--- config.mk ---
export PLATFORM = sky130hd
export DESIGN_NAME = alu_cmd_ctrl_flat
export DESIGN_NICKNAME = d
export VERILOG_FILES = /design/src/rtl/alu_cmd_ctrl_if.sv /design/src/rtl/alu_cmd_ctrl.sv /design/src/flat_wrapper.sv
export SDC_FILE = /design/constraint.sdc
export NUM_CORES = 1
export LEC_CHECK = 0
export CAP_MARGIN = 30
export CORE_AREA = 2 2 56 68
export CTS_CLUSTER_DIAMETER = 120
export DETAILED_ROUTE_END_ITERATION = 6
export DIE_AREA = 0 0 58 70
export GPL_ROUTABILITY_DRIVEN = 0
export GPL_TIMING_DRIVEN = 0
export PLACE_DENSITY = 0.85
export SLEW_MARGIN = 20
export SYNTH_ARGS = -nofsm -noshare
export SYNTH_HDL_FRONTEND = slang
export SYNTH_SLANG_ARGS = --single-unit
export TNS_END_PERCENT = 1
--- constraint.sdc ---
create_clock -name i_clock -period 3.8 [get_ports i_clock]
set_input_delay 0.57 -clock i_clock [delete_from_list [all_inputs] [get_ports i_clock]]
set_output_delay 0.57 -clock i_clock [all_outputs]
set_load 0.005 [all_outputs]
--- src/rtl/alu_cmd_ctrl_if.sv ---
// Byte-stream and ALU-side signal bundle for alu_cmd_ctrl.
// master = the sequencer, slave = the UART/ALU environment around it.
interface alu_cmd_ctrl_if #(
  parameter int BUS_SIZE    = 8,
  parameter int OPCODE_SIZE = 6
) ();
  logic                   i_rx_valid;
  logic [BUS_SIZE-1:0]    i_rx_data;
  logic [BUS_SIZE-1:0]    o_alu_a;
  logic [BUS_SIZE-1:0]    o_alu_b;
  logic [OPCODE_SIZE-1:0] o_alu_op;
  logic [BUS_SIZE-1:0]    i_alu_result;
  logic                   i_alu_carry;
  logic                   o_tx_start;
  logic [BUS_SIZE-1:0]    o_tx_data;
  logic                   i_tx_done;
  logic                   o_busy;
  logic                   o_op_err;
  logic                   o_overrun;

  modport master (
    input  i_rx_valid, i_rx_data, i_alu_result, i_alu_carry, i_tx_done,
    output o_alu_a, o_alu_b, o_alu_op, o_tx_start, o_tx_data,
           o_busy, o_op_err, o_overrun
  );

  modport slave (
    output i_rx_valid, i_rx_data, i_alu_result, i_alu_carry, i_tx_done,
    input  o_alu_a, o_alu_b, o_alu_op, o_tx_start, o_tx_data,
           o_busy, o_op_err, o_overrun
  );
endinterface

--- src/rtl/alu_cmd_ctrl.sv ---
// Collects A, B, opcode bytes, drives the ALU, waits ALU_LAT cycles and sends the result.
// Define ALU_CTRL_CARRY_TX_EN to also transmit a carry byte after each result.
module alu_cmd_ctrl #(
  parameter int BUS_SIZE    = 8,
  parameter int OPCODE_SIZE = 6,
  parameter int ALU_LAT     = 2
) (
  input logic           i_clock,
  input logic           i_reset_n,
  alu_cmd_ctrl_if.master bus
);
  localparam int CNT_W = (ALU_LAT > 1) ? $clog2(ALU_LAT) : 1;
  localparam logic [OPCODE_SIZE-1:0] OP_ADD = OPCODE_SIZE'(6'b100000);
  localparam logic [OPCODE_SIZE-1:0] LEGAL_OPS [8] = '{
    OPCODE_SIZE'(6'b100000), OPCODE_SIZE'(6'b100010), OPCODE_SIZE'(6'b100100),
    OPCODE_SIZE'(6'b100101), OPCODE_SIZE'(6'b100110), OPCODE_SIZE'(6'b100111),
    OPCODE_SIZE'(6'b000010), OPCODE_SIZE'(6'b000011)
  };

  typedef enum logic [2:0] {
    GET_A, GET_B, GET_OP, EXEC, SEND_RES, WAIT_RES
`ifdef ALU_CTRL_CARRY_TX_EN
    , SEND_CRY, WAIT_CRY
`endif
  } state_t;

  state_t                 state_reg, state_next;
  logic [CNT_W-1:0]       cnt_reg, cnt_next;
  logic [BUS_SIZE-1:0]    a_reg, a_next;
  logic [BUS_SIZE-1:0]    b_reg, b_next;
  logic [OPCODE_SIZE-1:0] op_reg, op_next;
  logic [BUS_SIZE-1:0]    tx_data_reg, tx_data_next;
  logic                   tx_start_reg, tx_start_next;
  logic                   busy_reg, busy_next;
  logic                   op_err_reg, op_err_next;
  logic                   overrun_reg, overrun_next;
  logic [7:0]             op_hit;
  logic                   op_legal;

  // Opcode byte is legal only with clear upper bits and a low field from the table.
  for (genvar gi = 0; gi < 8; gi++) begin : g_op_match
    assign op_hit[gi] = (bus.i_rx_data[OPCODE_SIZE-1:0] == LEGAL_OPS[gi]);
  end
  assign op_legal = (bus.i_rx_data[BUS_SIZE-1:OPCODE_SIZE] == '0) && (|op_hit);

`ifdef ALU_CTRL_CARRY_TX_EN
  logic carry_reg, carry_next;
`else
  logic unused_carry;
  assign unused_carry = bus.i_alu_carry;
`endif

  always_ff @(posedge i_clock or negedge i_reset_n) begin
    if (!i_reset_n) begin
      state_reg    <= GET_A;
      cnt_reg      <= '0;
      a_reg        <= '0;
      b_reg        <= '0;
      op_reg       <= OP_ADD;
      tx_data_reg  <= '0;
      tx_start_reg <= 1'b0;
      busy_reg     <= 1'b0;
      op_err_reg   <= 1'b0;
      overrun_reg  <= 1'b0;
`ifdef ALU_CTRL_CARRY_TX_EN
      carry_reg    <= 1'b0;
`endif
    end else begin
      state_reg    <= state_next;
      cnt_reg      <= cnt_next;
      a_reg        <= a_next;
      b_reg        <= b_next;
      op_reg       <= op_next;
      tx_data_reg  <= tx_data_next;
      tx_start_reg <= tx_start_next;
      busy_reg     <= busy_next;
      op_err_reg   <= op_err_next;
      overrun_reg  <= overrun_next;
`ifdef ALU_CTRL_CARRY_TX_EN
      carry_reg    <= carry_next;
`endif
    end
  end

  always_comb begin
    state_next    = state_reg;
    cnt_next      = cnt_reg;
    a_next        = a_reg;
    b_next        = b_reg;
    op_next       = op_reg;
    tx_data_next  = tx_data_reg;
    tx_start_next = 1'b0;
    op_err_next   = op_err_reg;
    overrun_next  = overrun_reg;
`ifdef ALU_CTRL_CARRY_TX_EN
    carry_next    = carry_reg;
`endif
    case (state_reg)
      GET_A: if (bus.i_rx_valid) begin
        a_next     = bus.i_rx_data;
        state_next = GET_B;
      end
      GET_B: if (bus.i_rx_valid) begin
        b_next     = bus.i_rx_data;
        state_next = GET_OP;
      end
      GET_OP: if (bus.i_rx_valid) begin
        if (op_legal) begin
          op_next    = bus.i_rx_data[OPCODE_SIZE-1:0];
          cnt_next   = CNT_W'(ALU_LAT - 1);
          state_next = EXEC;
        end else begin
          op_err_next = 1'b1;
          state_next  = GET_A;
        end
      end
      EXEC: begin
        if (cnt_reg == '0) begin
          tx_data_next  = bus.i_alu_result;
          tx_start_next = 1'b1;
`ifdef ALU_CTRL_CARRY_TX_EN
          carry_next    = bus.i_alu_carry;
`endif
          state_next    = SEND_RES;
        end else begin
          cnt_next = cnt_reg - 1'b1;
        end
      end
      SEND_RES: state_next = WAIT_RES;
      WAIT_RES: if (bus.i_tx_done) begin
`ifdef ALU_CTRL_CARRY_TX_EN
        // Carry byte is loaded on entry so data and start appear together.
        tx_data_next  = {{(BUS_SIZE-1){1'b0}}, carry_reg};
        tx_start_next = 1'b1;
        state_next    = SEND_CRY;
`else
        state_next = GET_A;
`endif
      end
`ifdef ALU_CTRL_CARRY_TX_EN
      SEND_CRY: state_next = WAIT_CRY;
      WAIT_CRY: if (bus.i_tx_done) state_next = GET_A;
`endif
      default: state_next = GET_A;
    endcase
    if (bus.i_rx_valid && !(state_reg inside {GET_A, GET_B, GET_OP}))
      overrun_next = 1'b1;
  end

  assign busy_next = (state_next != GET_A);

  assign bus.o_alu_a    = a_reg;
  assign bus.o_alu_b    = b_reg;
  assign bus.o_alu_op   = op_reg;
  assign bus.o_tx_data  = tx_data_reg;
  assign bus.o_tx_start = tx_start_reg;
  assign bus.o_busy     = busy_reg;
  assign bus.o_op_err   = op_err_reg;
  assign bus.o_overrun  = overrun_reg;
endmodule

--- src/flat_wrapper.sv ---
// flat-port wrapper written by rule: the top's interface ports become plain ports
module alu_cmd_ctrl_flat 
#(
  parameter int BUS_SIZE    = 8,
  parameter int OPCODE_SIZE = 6,
  parameter int ALU_LAT     = 2
)
  (i_clock, i_reset_n, bus_i_rx_valid, bus_i_rx_data, bus_i_alu_result, bus_i_alu_carry, bus_i_tx_done, bus_o_alu_a, bus_o_alu_b, bus_o_alu_op, bus_o_tx_start, bus_o_tx_data, bus_o_busy, bus_o_op_err, bus_o_overrun);
  alu_cmd_ctrl_if #(.BUS_SIZE(BUS_SIZE), .OPCODE_SIZE(OPCODE_SIZE)) bus_i ();
  input logic i_clock;
  input logic i_reset_n;
  input wire logic [$bits(bus_i.i_rx_valid)-1:0] bus_i_rx_valid;
  input wire logic [$bits(bus_i.i_rx_data)-1:0] bus_i_rx_data;
  input wire logic [$bits(bus_i.i_alu_result)-1:0] bus_i_alu_result;
  input wire logic [$bits(bus_i.i_alu_carry)-1:0] bus_i_alu_carry;
  input wire logic [$bits(bus_i.i_tx_done)-1:0] bus_i_tx_done;
  output wire logic [$bits(bus_i.o_alu_a)-1:0] bus_o_alu_a;
  output wire logic [$bits(bus_i.o_alu_b)-1:0] bus_o_alu_b;
  output wire logic [$bits(bus_i.o_alu_op)-1:0] bus_o_alu_op;
  output wire logic [$bits(bus_i.o_tx_start)-1:0] bus_o_tx_start;
  output wire logic [$bits(bus_i.o_tx_data)-1:0] bus_o_tx_data;
  output wire logic [$bits(bus_i.o_busy)-1:0] bus_o_busy;
  output wire logic [$bits(bus_i.o_op_err)-1:0] bus_o_op_err;
  output wire logic [$bits(bus_i.o_overrun)-1:0] bus_o_overrun;
  assign bus_i.i_rx_valid = bus_i_rx_valid;
  assign bus_i.i_rx_data = bus_i_rx_data;
  assign bus_i.i_alu_result = bus_i_alu_result;
  assign bus_i.i_alu_carry = bus_i_alu_carry;
  assign bus_i.i_tx_done = bus_i_tx_done;
  assign bus_o_alu_a = bus_i.o_alu_a;
  assign bus_o_alu_b = bus_i.o_alu_b;
  assign bus_o_alu_op = bus_i.o_alu_op;
  assign bus_o_tx_start = bus_i.o_tx_start;
  assign bus_o_tx_data = bus_i.o_tx_data;
  assign bus_o_busy = bus_i.o_busy;
  assign bus_o_op_err = bus_i.o_op_err;
  assign bus_o_overrun = bus_i.o_overrun;
  alu_cmd_ctrl #(.BUS_SIZE(BUS_SIZE), .OPCODE_SIZE(OPCODE_SIZE), .ALU_LAT(ALU_LAT)) u_core (.i_clock(i_clock), .i_reset_n(i_reset_n), .bus(bus_i));
endmodule
* Word level (Yosys, flattened, before mapping) *
Cells that the tools add are included.

storage, ports and cells
  word-level logic and storage cells = 56
  input bits = 21
  register bits = 38

cells by class
  mux-type cells = 13
  reductions and logical operators = 15
  equality and inequality tests = 15
  bitwise operators = 2
  $add $sub $neg = 1

operator list
  kind                                            number
  == test 6 bit (second input constant)           6
  one-hot mux 3 bit (6 select lines)              1
  two-way mux 3 bit                               5
  == test 6 x 2 -> 1 bit (second input constant)  2
  AND reduction 3 bit                             3
  OR reduction 8 bit                              1
  == test 3 x 2 -> 1 bit (second input constant)  2
  == test 3 bit (second input constant)           2
  AND reduction 2 bit                             3
  nonzero test 3 bit                              2
  two-way mux 1 bit                               5
  == test 3 x 1 -> 1 bit (second input constant)  1
  zero test 3 bit                                 1
  logical AND 1 bit                               2
  zero test 2 bit                                 1
  two-way mux 2 bit                               1
  != test 2 x 1 -> 1 bit (second input constant)  1
  != test 2 bit (second input constant)           1
  NOT 1 bit                                       2
  one-hot mux 1 bit (2 select lines)              1
  nonzero test 2 bit                              1
  zero test 1 bit                                 1
  subtractor 1 bit (second input constant)        1

* Longest topological paths before layout *
Gate-level depths: netlist (run 1).

  depth after elaboration = 7
  mapped depth = 6
  gate-level depth less buffers = 4

* Least setup slack after synthesis (run 1) *
OpenSTA, ideal clock, no wires.

  path type = input-to-reg
  from = input port bus_i_rx_data[7]
  to = register u_core.op_reg[0] (netlist: u_core.bus.o_alu_op[0])
  arrival time = 1.514 ns
  path buffers = 0
  stages on the path = 3
  library setup time = 0.125 ns
  slack = 2.162 ns
  cells stage by stage = nor4_1 -> o2111ai_2 -> mux2_2

on the way
  word-level cells in the longest chain between the ends = 3

RTL lines
  what                                  line                text
  from (decl)                           flat_wrapper.sv:13  input wire logic [$bits(bus_i.i_rx_data)-1:0] bus_i_rx_data;
  zero test 2 bit                       alu_cmd_ctrl.sv:44  assign op_legal = (bus.i_rx_data[BUS_SIZE-1:OPCODE_SIZE] == '0) && (|op_hit);
  logical AND 1 bit                     alu_cmd_ctrl.sv:44
  AND reduction 3 bit (no source line)  n/a
  to (signal assigned)                  alu_cmd_ctrl.sv:73  op_reg <= op_next;
  to (decl)                             alu_cmd_ctrl.sv:31  logic [OPCODE_SIZE-1:0] op_reg, op_next;

Every way passes these cells.
A chain may end at the register's enable or synchronous reset.

* Final worst setup path (run 1) *
Same ends and word-level chain as after synthesis.

==> flow_summary.ini, run 1 <==
[critical_path]
critPathSlowestCell = nor4_1
crit_buf_inv = 1
crit_type = input pin to flop
cp-end-kind = flop
crit_family = simple AND/OR/NAND/NOR gates
rr_endpoint = u_core.bus.o_alu_a[4]
r2r_start = u_core.state_reg[0]
worstSetupStartpointType = input pin
required_ps = 3970
crit_chain = clkdlybuf4s50_1, nor4_1, o2111ai_2, mux2_2
cpPeakStageDelay_ps = 490
cp_max_fo = 8
reg2reg_depth = 3
reg2reg_slack_ps = 2140
critPathArrivalTime_ps = 2250

[detailed_routing]
drc = 0
dr.pass1.iters = 3
antenna_left = 0
vias_per_cell = 5.24
vias = 1074
drt_wl_total_um = 3540
wl_per_cell_um = 17.3
drt_iter0_markers = 12

[timing]
period_minus_slack_ps = 2080
finClkSkew_ps = 3.70
slew_headroom = 0.593
setup_slack_ps = 1720
setup_viol = 0
tightestPinTransition_ps = 609
rsz0062_at_grt = false
hold_viol_final = 0
finalSetupTns_ps = 0
max_freq_mhz = 482
timing.final.crit_share = 0.546
drv_slew = 0

[global_routing]
grt_usage = 0.190
first_global_vias = 1136
grt_max_degree = 30
antenna_found_initial = 0
grt_pass1_wl_um = 5740
grt_overflow = 0

[pwr]
leakagePower_nw = 0.936
irDropWorstVdd_uv = 553
power.density_nw_per_um2 = 726

[place]
place_ws_ps = 1440
placed_area_um2 = 2130
port_buffers = 53
dpl.hpwl_um = 2540

[finish]
seqCellArea_um2 = 952
fill_cells = 255
drive_above_1_share = 0.265
diodes = 0
fin_area_um2 = 2210
final_net_count = 186
multi_input_area_um2 = 558
area_delta_synth_final_pct = 43.8

[yosys]
synthCells = 104
async_flop_share = 1.00
syn_avg_cell_area_um2 = 14.8
synth_area_um2 = 1540
synth_edf_count = 0
yosysMostFrequentCell = dfrtp_1
synth_seq_area_share = 0.619
synth_top_area_cell = dfrtp_1
synth_area_leaders = dfrtp_1 (60%), mux2_2 (20%), dfstp_2 (1.7%)
synth.cells.most_frequent = dfrtp_1 (37), mux2_2 (28), nand2_1 (5)
yosys_most_used_dff = dfrtp_1
synth_top_area_share = 0.602
yosysWarnings = 0
synthDistinctLibCells = 27
ys_ff_latch = 38
syn_nets = 125

[clock_network]
postCtsHoldBufs = 0
post_cts_buffers = 0
cts_tree = done
cts_root_buf = clkbuf_8
clock_sinks = 38
htree_levels = 2
cts_buffer_depth = 2
clkTransAtPathRegs_ps = 70
cts_inserted_buffers = 5
clock_latency_ps = 280
ctsResizeCount = 0

[die]
chipHeight_um = 70
core_um2 = 3480
fp.dieArea_um2 = 4060
start_util = 0.442
rows = 24
dieWidth_um = 58
io_pins = 55

[run]
max_cap_violations = 0

[run_status]
outcome = complete, no violations

[min_path]
min_path_type = input pin to asynchronous set/reset pin
## power by group
part | switching, mW | internal [mW] | total [mW] | leakage [nW]
registers | 0.0949 | 0.573 | 0.668 | 0.460
clock network | 0.132 | 0.130 | 0.262 | 0.0395
logic | 0.232 | 0.445 | 0.677 | 0.437
total | 0.459 | 1.15 | 1.61 | 0.936
## worst max-delay path by stage
stage	startpoint	to	slack, ps	cells after the start
detailed placement	bus_i_rx_data[7]	u_core.bus.o_alu_op[0]	1440	4
finish	bus_i_rx_data[7]	u_core.bus.o_alu_op[0]	1720	4
global placement	i_reset_n	u_core.bus.o_alu_b[7]	1420	1
floorplan	bus_i_rx_data[7]	u_core.bus.o_alu_op[0]	2160	3
CTS	bus_i_rx_data[7]	u_core.bus.o_alu_op[1]	1730	4
global route	bus_i_rx_data[7]	u_core.state_reg[0]	1630	5
## through the flow
step            util  instances  hold WS, ps  total power, mW
6_report       0.635        205          140             1.61
5_1_grt        0.635        205          141             1.70
4_1_cts        0.635        205          140             1.63
3_5_place_dp   0.612        197          443             1.35
3_3_place_gp   0.608        196          442             1.31
2_1_floorplan      -        104          274            0.945
## cell type report
class | count | area share
plain buffers | 3 | 0.00961
clock buffers | 8 | 0.0362
well taps | 39 | 0.0220
multi-input cells | 61 | 0.252
inverters | 2 | 0.00339
repair buffers | 54 | 0.246
flip-flops and latches | 38 | 0.430
## placed cells by master (no fill, tap or decap), types with 2 or more instances in the layout
master           count
clkbuf_8             5
nand2_1              5
clkbuf_1             3
nor2_1               4
a21o_1               2
o21ai_0              2
dfrtp_1             37
and2_1               2
inv_1                2
clkdlybuf4s50_1     52
nor4_1               2
buf_2                3
mux2i_1              2
mux2_2              28
## worst register-to-register path, cell delays in order (launching register included)
cell and delay, ps:
dfrtp_1 360, buf_2 180, nor4b_4 610, mux2_2 410
## routing by layer
metal	track usage	up-vias	wire, µm
met5	0	-	0
met4	0.0698	0	72
met3	0.0704	8	231
met2	0.308	30	1890
met1	0.228	542	1340
li1	-	494	-
## logic make-up (layout without fill, tap and decap cells)
logic type | after synthesis | after routing | share of synthesized area
AOI/OAI and AO/OA | 11 | 11 | 0.0545
buffers and inverters | 5 | 67 | 0.0187
DFF | 38 | 38 | 0.619
muxes | 30 | 30 | 0.218
and+or+nand+nor | 20 | 20 | 0.0902
(Power assumes the default switching activity.)
==> inputs of run 2 (changes only) <==
Settings changed: CORE_AREA 2 2 56 68 to 2 2 60 73, DIE_AREA 0 0 58 70 to 0 0 62 75, PLACE_DENSITY 0.85 to 0.78.
Clock period 3.8 ns to 1.9 ns, I/O delays scaled along.
==> flow_summary.ini, run 2 (synthesis gave the netlist of run 1 again) <==
[run_status]
outcome = complete, no violations

[die]
fp.dieArea_um2 = 4650
dieWidth_um = 62
core_um2 = 3910
start_util = 0.394
chipHeight_um = 75
io_pins = 55
rows = 25

[timing]
slew_headroom = 0.570
tightestPinTransition_ps = 642
timing.final.crit_share = 0.925
setup_viol = 0
hold_viol_final = 0
drv_slew = 0
finClkSkew_ps = 6.45
period_minus_slack_ps = 1760
whs_ps = 451
max_freq_mhz = 569
rsz0062_at_grt = false

[critical_path]
critPathArrivalTime_ps = 1930
crit_chain = clkdlybuf4s50_1, nor4b_4, mux2_2
required_ps = 2070
cp_max_fo = 8
critPathSlowestCell = clkdlybuf4s50_1
worstSetupStartpointType = input pin
cpPeakStageDelay_ps = 630
crit_type = input pin to flop
cp-end-kind = flop

[clock_network]
htree_levels = 2
clkTransAtPathRegs_ps = 70
cts_tree = done
cts_buffer_depth = 2
clock_latency_ps = 280
cts_root_buf = clkbuf_8
cts_inserted_buffers = 5
clock_sinks = 38
post_cts_buffers = 0

[global_routing]
gr-usage-met2 = 0.264
gr-usage-met1 = 0.185
grt_max_degree = 25
use_met3 = 0.0447
grt_overflow = 0
grt_pass1_wl_um = 5270
first_global_vias = 1072
antenna_found_initial = 0
grt_usage = 0.160
grt.busiest_layer = met2

[pwr]
leakagePower_nw = 0.963
irDropWorstVdd_uv = 616
power.density_nw_per_um2 = 1450

[detailed_routing]
drc = 0
wl_per_cell_um = 15.2
antenna_left = 0
drt_iter0_markers = 10
vias_per_cell = 4.87
dr.pass1.iters = 4
drt_wl_total_um = 3350
vias = 1077

[run]
max_cap_violations = 0

[finish]
final_cell_mix = clkdlybuf4s50_1 (52), dfrtp_1 (37), mux2_2 (28)
layoutNonFillerInstCount = 221
diodes = 0
final_net_count = 187
final_common_cell = clkdlybuf4s50_1
drive_above_1_share = 0.287
area_delta_synth_final_pct = 48.5

[place]
dpl.hpwl_um = 2530
port_buffers = 53
dp.cells = 212

[min_path]
min_path_type = input pin to asynchronous set/reset pin
[run 2: cell count changes in the layout (fill, tap and decap cells not counted), sizes merged]
cell / change
bufinv: +1
clkbuf: -3
dlygate4sd3: +1
clkinv: +2
[run 2: worst paths after layout]
kind                                 startpoint                endpoint  slack (ps)  depth (start not counted)
max in group asynchronous             i_reset_n  u_core.bus.o_alu_op[5]         930                          3
max                              bus_i_rx_valid   u_core.bus.o_alu_a[3]         140                          3
min in group i_clock       u_core.bus.o_overrun    u_core.bus.o_overrun         470                          1
min                                   i_reset_n     u_core.state_reg[1]         450                          2
max reg2reg                 u_core.state_reg[0]   u_core.bus.o_alu_a[3]         200                          3
min reg2reg                u_core.bus.o_overrun    u_core.bus.o_overrun         470                          1
[run 2: cell type report]
cell class | count | area, µm²
buffer | 3 | 21.3
clock buffer | 5 | 68.8
clock inverter | 3 | 40.0
fill | 327 | 1630
inverter | 2 | 7.51
multi-input combinational | 61 | 564
sequential | 38 | 952
tap | 54 | 67.6
timing repair buffer | 55 | 563
[run 2: report_power, final]
| group | switching (mW) | internal, mW | leakage [nW] |
|---|---|---|---|
| sequential | 0.180 | 1.15 | 0.460 |
| combinational | 0.437 | 0.892 | 0.445 |
| clock | 0.273 | 0.386 | 0.0579 |
| total | 0.890 | 2.42 | 0.963 |
[run 2: stage by stage]
stage               area (µm²)  power [mW]  setup WS (ps)  TNS (ps)  utilization
floorplan                 1540        1.89            430         0            -
global placement          2140        2.62           -242    -11580        0.547
detailed placement        2160        2.69           -280     -3110        0.552
CTS                       2280        3.37           14.0         0        0.583
global route              2280        3.52           54.7         0        0.584
finish                    2280        3.31            143         0        0.584
[run 2: routing by layer]
metal / vias to the layer above / routed length, µm
met1: 551 / 1270
met5: - / 0
met3: 5 / 109
li1: 501 / -
met2: 20 / 1900
met4: 0 / 80
[run 2: critical path: cells and delay by family]
family / cells / cell delay (ps)
buffers and inverters: 1 / 630
AND/OR/NAND/NOR: 1 / 600
multiplexers: 1 / 410
[run 2: what timing repair did]
action                                  CTS  global route
endpoints found under the setup margin    0             9
gates resized for setup                   0             1
hold buffers                              1             0
hold endpoints to repair                 14             0
